File: src/rtl/ooo_pkg.sv
// Shared types for the out-of-order issue buffer.
// IQ_REG_W is the widest register address an iq_entry_t can hold.
package ooo_pkg;

    localparam int IQ_REG_W = 5;
    localparam int NUM_SRC  = 2;

    // Payload is carried in a separate array so this type stays width-independent.
    typedef struct packed {
        logic                               valid;
        logic [NUM_SRC-1:0]                 src_rdy;
        logic [NUM_SRC-1:0][IQ_REG_W-1:0]   src;
    } iq_entry_t;

endpackage

File: src/rtl/iq_select.sv
// Find-first priority encoder: lowest set request bit wins.
module iq_select #(
    parameter int N  = 8,
    parameter int IW = 3
) (
    input  logic [N-1:0]  i_req,
    output logic [IW-1:0] o_idx,
    output logic          o_found
);

    always_comb begin
        o_idx   = '0;
        o_found = 1'b0;
        for (int i = N - 1; i >= 0; i--) begin
            if (i_req[i]) begin
                o_idx   = IW'(i);
                o_found = 1'b1;
            end
        end
    end

endmodule

File: src/rtl/issue_queue.sv
// Collapsing issue queue: holds decoded instructions until both sources are
// ready, issues the oldest ready one per cycle. REG_W must not exceed IQ_REG_W.
module issue_queue
    import ooo_pkg::*;
#(
    parameter int DEPTH      = 8,
    parameter int WAKE_PORTS = 2,
    parameter int PAYLOAD_W  = 64,
    parameter int REG_W      = IQ_REG_W
) (
    input  logic                        clk,
    input  logic                        rst,
    input  logic                        i_flush,
    input  logic                        i_enq_valid,
    output logic                        o_enq_ready,
    input  logic [PAYLOAD_W-1:0]        i_enq_payload,
    input  logic [2*REG_W-1:0]          i_enq_src,
    input  logic [1:0]                  i_enq_src_rdy,
    input  logic [WAKE_PORTS-1:0]       i_wake_valid,
    input  logic [WAKE_PORTS*REG_W-1:0] i_wake_addr,
    output logic                        o_iss_valid,
    input  logic                        i_iss_ready,
    output logic [PAYLOAD_W-1:0]        o_iss_payload,
    output logic [$clog2(DEPTH+1)-1:0]  o_count,
    output logic                        o_full
);

    localparam int CW = $clog2(DEPTH + 1);
    localparam int IW = $clog2(DEPTH);

    iq_entry_t            ent_q [DEPTH];
    iq_entry_t            ent_d [DEPTH];
    iq_entry_t            woken [DEPTH];
    logic [PAYLOAD_W-1:0] pay_q [DEPTH];
    logic [PAYLOAD_W-1:0] pay_d [DEPTH];
    logic [CW-1:0]        count_q, count_d;

    logic [DEPTH-1:0] rdy_vec;
    logic [IW-1:0]    sel_idx;
    logic             sel_found;
    logic             iss_fire, enq_fire;
    logic [CW-1:0]    wr_idx;
    iq_entry_t        new_ent;

    always_comb begin
        for (int i = 0; i < DEPTH; i++) begin
            rdy_vec[i] = ent_q[i].valid & (&ent_q[i].src_rdy);
        end
    end

    iq_select #(.N(DEPTH), .IW(IW)) u_select (
        .i_req   (rdy_vec),
        .o_idx   (sel_idx),
        .o_found (sel_found)
    );

    // Ready comes from the registered count only, so no path from i_iss_ready.
    assign o_enq_ready   = (count_q != CW'(DEPTH));
    assign o_full        = (count_q == CW'(DEPTH));
    assign o_count       = count_q;
    assign o_iss_valid   = sel_found & ~i_flush;
    assign o_iss_payload = pay_q[sel_idx];
    assign iss_fire      = o_iss_valid & i_iss_ready;
    assign enq_fire      = i_enq_valid & o_enq_ready & ~i_flush;
    assign wr_idx        = count_q - CW'(iss_fire);

    always_comb begin
        logic [REG_W-1:0] wa;
        logic [REG_W-1:0] es;
        // Wakeup of stored entries; r0 broadcasts are meaningless and skipped.
        for (int i = 0; i < DEPTH; i++) begin
            woken[i] = ent_q[i];
            for (int s = 0; s < NUM_SRC; s++) begin
                for (int p = 0; p < WAKE_PORTS; p++) begin
                    wa = i_wake_addr[p*REG_W +: REG_W];
                    if (ent_q[i].valid && i_wake_valid[p] && wa != '0 &&
                        ent_q[i].src[s] == IQ_REG_W'(wa)) begin
                        woken[i].src_rdy[s] = 1'b1;
                    end
                end
            end
        end

        new_ent       = '0;
        new_ent.valid = 1'b1;
        for (int s = 0; s < NUM_SRC; s++) begin
            es               = i_enq_src[s*REG_W +: REG_W];
            new_ent.src[s]   = IQ_REG_W'(es);
            new_ent.src_rdy[s] = i_enq_src_rdy[s] | (es == '0);
            for (int p = 0; p < WAKE_PORTS; p++) begin
                wa = i_wake_addr[p*REG_W +: REG_W];
                if (i_wake_valid[p] && wa != '0 && wa == es) begin
                    new_ent.src_rdy[s] = 1'b1;
                end
            end
        end
    end

    always_comb begin
        for (int i = 0; i < DEPTH; i++) begin
            ent_d[i] = woken[i];
            pay_d[i] = pay_q[i];
        end
        count_d = count_q + CW'(enq_fire) - CW'(iss_fire);

        // Collapse: everything above the issued slot moves down one, keeping age order.
        if (iss_fire) begin
            for (int i = 0; i < DEPTH - 1; i++) begin
                if (IW'(i) >= sel_idx) begin
                    ent_d[i] = woken[i+1];
                    pay_d[i] = pay_q[i+1];
                end
            end
            ent_d[DEPTH-1].valid = 1'b0;
        end

        if (enq_fire) begin
            for (int i = 0; i < DEPTH; i++) begin
                if (CW'(i) == wr_idx) begin
                    ent_d[i] = new_ent;
                    pay_d[i] = i_enq_payload;
                end
            end
        end

        if (i_flush) begin
            for (int i = 0; i < DEPTH; i++) begin
                ent_d[i].valid = 1'b0;
            end
            count_d = '0;
        end
    end

    always_ff @(posedge clk or posedge rst) begin
        if (rst) begin
            count_q <= '0;
            for (int i = 0; i < DEPTH; i++) begin
                ent_q[i] <= '0;
            end
        end else begin
            count_q <= count_d;
            for (int i = 0; i < DEPTH; i++) begin
                ent_q[i] <= ent_d[i];
            end
        end
    end

    always_ff @(posedge clk) begin
        for (int i = 0; i < DEPTH; i++) begin
            pay_q[i] <= pay_d[i];
        end
    end

endmodule

File: config.mk
export PLATFORM = sky130hd
export DESIGN_NAME = issue_queue
export DESIGN_NICKNAME = d
export VERILOG_FILES = /design/src/rtl/ooo_pkg.sv /design/src/rtl/iq_select.sv /design/src/rtl/issue_queue.sv
export SDC_FILE = /design/constraint.sdc
export NUM_CORES = 2
export LEC_CHECK = 0
export CAP_MARGIN = 15
export CORE_AREA = 8 8 277 279
export DETAILED_ROUTE_END_ITERATION = 10
export DIE_AREA = 0 0 285 287
export SYNTH_ARGS = -nofsm -noshare
export SYNTH_HDL_FRONTEND = slang
export SYNTH_SLANG_ARGS = --single-unit
export TNS_END_PERCENT = 5
File: constraint.sdc
create_clock -name clk -period 5.21 [get_ports clk]
set_input_delay 1.042 -clock clk [delete_from_list [all_inputs] [get_ports clk]]
set_output_delay 1.042 -clock clk [all_outputs]
set_load 0.02 [all_outputs]
==> results_dict.tcl <==
set metrics [dict create \
    setup_tns_ps 0 \
    status "finished clean" \
    cts_buffers 72 \
    cp.required_ps 4170 \
    p_clk_share_pct 27.6 \
    synth_top_area_share_pct 28.4 \
    synth-simple-area-share_pct 19.6 \
    routed_wirelength_mm 100 \
    die_area_um2 81800 \
    area_growth_pct 15.9 \
    worstHoldStart "pay_q[3][9]" \
    p_int_mw 11.9 \
    tightest_slew_ps 1150 \
    cts_setup_buffers 0 \
    initial_core_util_pct 43.6 \
    syn_nets 3865 \
    port_buffers 163 \
    n_fill_cell 6875 \
    r2r_start "ent_q[90]" \
    synth_cells 3762 \
    irDropWorstVdd_mv 0.279 \
    slew_viol_final 0 \
    dp_hpwl_mm 56.9 \
    layout.nets 3889 \
    power_mw 18.0 \
    syn_area_per_cell_um2 8.38 \
    synth_top_family_by_area "simple AND/OR/NAND/NOR gates" \
    period_share_pct 95.4 \
    rsz0062_at_grt "no" \
    worstSetupStartpointType "register" \
    fin_crit_ps 4970 \
    grt-ovfl-total 0 \
    fin_util_pct 50.5 \
    cts_tree "built" \
    power_frac_comb_pct 27.6 \
    swShare_pct 33.8 \
    reg2reg_to "pay_q[2][23]" \
    min_path_type "register to register" \
    synth_edf_count 64 \
    cp.arrival_ps 3930 \
    vias 26885 \
    pin_count 164 \
    ys_types 58 \
    slowest_delay_ps 640 \
    reg2reg_depth 12 \
    drcViolationCount 0 \
    antenna_cells 0 \
    root_buffer "clkbuf_16" \
    synthMostInstantiatedCell "nand2_1" \
    ctsResizeCount 0 \
    pwr-share-seq_pct 44.9 \
    switching_power_mw 6.06 \
    grtUsageMet1_pct 30.3 \
    yosysTopAreaCell "dfxtp_1" \
    critPathMaxFanout 106 \
    clkTransAtPathRegs_ps 60 \
    insertion_delay_ps 610 \
    p_leak_nw 13.7 \
    slowest_stage "clkdlybuf4s50_1" \
    startpoint "ent_q[90]" \
    yosys-mux-area-fraction_pct 14.6 \
    path_cells "and3_1 > nand2_1 > o21ai_4 > buf_12 > nand2_1 > a32oi_1 > and3_1 > clkdlybuf4s50_1" \
    syn_area_um2 31500 \
    endpoint "o_iss_payload[24]" \
    clock_sinks 620 \
    fin_skew_ps 26.3 \
    die_y_um 287 \
    end_kind "output port" \
    hold_violations 0 \
    synthAdderAreaFrac_pct 0.421 \
    setup_violations 0 \
    synth_compound_area_share_pct 13.0 \
    seq_area_frac_synth_pct 43.1 \
    grt_usage_pct 23.4 \
    vias_per_cell 5.60 \
    core_area_um2 72300 \
    antenna_found_initial 4 \
    fp-row-count 99 \
    ant_nets 0 \
    dr.pass1.iters 5 \
    async_reset_ff_share_pct 17.4 \
    critPathKind "register to output port" \
    relSlewSlack_pct 23.2 \
    max_freq_mhz 201 \
    max_cap_violations 0 \
    ys_warn_count 0 \
    synth_xor_xnor_area_share_pct 5.13 \
    use_met2_pct 40.0 \
    drtIter0Drc 2303 \
    ys_seq_elements 620 \
    layout-drive-gt1-share_pct 6.27 \
    htree_levels 3 \
    synthFlopType "dfxtp_1" \
    grt_pass1_wl_mm 154 \
    synth_common_cells "nand2_1, mux2i_1, dfxtp_1" \
    grt_max_degree 129 \
    met3_usage_pct 4.39 \
    grt-busiest-layer "met2" \
    wl_per_cell_um 20.8 \
    cts_hold_buf 0 \
    cts_buffer_depth 3 \
    synth_area_leaders "dfxtp_1, mux2i_1, nand2_1, dfrtp_1, edfxtp_1" \
    grt_pass1_vias 25839 \
    power_density_nw_per_um2 491 \
    rrSetupSlack_ps 910 \
    place.gp.congestion 0.801 \
    die_w_um 285 \
]
registers in the layout, summed over array words and instances, names as in the netlist:
name,flops
ent_q,104
o_count,4
pay_q,512
cells in the final DEF (no fill, tap or decap), types with 24 or more instances in the layout:
master,count
a21oi_1,159
a31oi_1,68
a32oi_1,64
and3_1,69
buf_12,27
buf_4,55
clkbuf_1,24
clkbuf_16,74
clkdlybuf4s50_1,163
dfrtp_1,108
dfxtp_1,448
edfxtp_1,64
mux2i_1,449
nand2_1,972
nand3_1,172
nor2_1,154
nor4_1,30
o21ai_0,364
xnor2_1,95
xor2_1,88
worst min path at each step:
stage,slack [ps],cells after the start,end
after global placement,470,2,pay_q[2][32]
after floorplan,460,2,pay_q[2][0]
after global routing,500,2,pay_q[2][58]
after detailed placement,480,2,pay_q[2][49]
final,480,2,pay_q[2][9]
after CTS,480,2,pay_q[2][9]
cells by family after synthesis:
group                      count (synthesis)
AOI/OAI and AO/OA                        725
DFF                                      620
and+or+nand+nor                         1459
buffers and inverters                    305
xor gates and xnor gates                 184
muxes                                    459
adders and majority gates                 10
power groups by stage:
stage          clock network (mW)  logic, mW  registers [mW]
6_report                     4.95       4.95            8.06
3_3_place_gp                    0       4.83            8.10
5_1_grt                      5.25       5.54            8.28
4_1_cts                      5.05       4.96            8.03
2_1_floorplan                   0       3.54            7.73
3_5_place_dp                    0       4.95            8.11
through the flow:
step / worst slack [ps] / hold WS [ps] / area, um^2 / instances
after floorplan: 828 / 461 / 31500 / 3762
after global placement: 709 / 474 / 34200 / 4668
after detailed placement: 683 / 480 / 34200 / 4668
after CTS: 29.7 / 477 / 36500 / 4801
after global routing: 74.3 / 503 / 36600 / 4804
final: 242 / 478 / 36600 / 4804
critical path: cells and delay by family, from the launching register on:
family                 cells  cell delay, ps
AO/OA/AOI/OAI              2             430
buffers and inverters      2            1120
flip-flops                 1             480
AND/OR/NAND/NOR            4            1220
cell type report:
type                       instances  area [um^2]  area share, %
clock buffer                     107         2070           5.65
clock inverter                    26          233          0.637
inverter                           9         36.3         0.0993
multi-input combinational       2838        16800           46.1
sequential                       620        13600           37.2
tap                              959         1200           3.28
timing repair buffer             245         2580           7.07
layer usage:
metal | up-vias | part of all wire [%]
met5 | - | 0.027
met4 | 4 | 2.2
met3 | 162 | 6.8
met2 | 839 | 47
met1 | 12831 | 44
li1 | 13049 | -
Note: power is estimated with default switching activity, not from simulation.
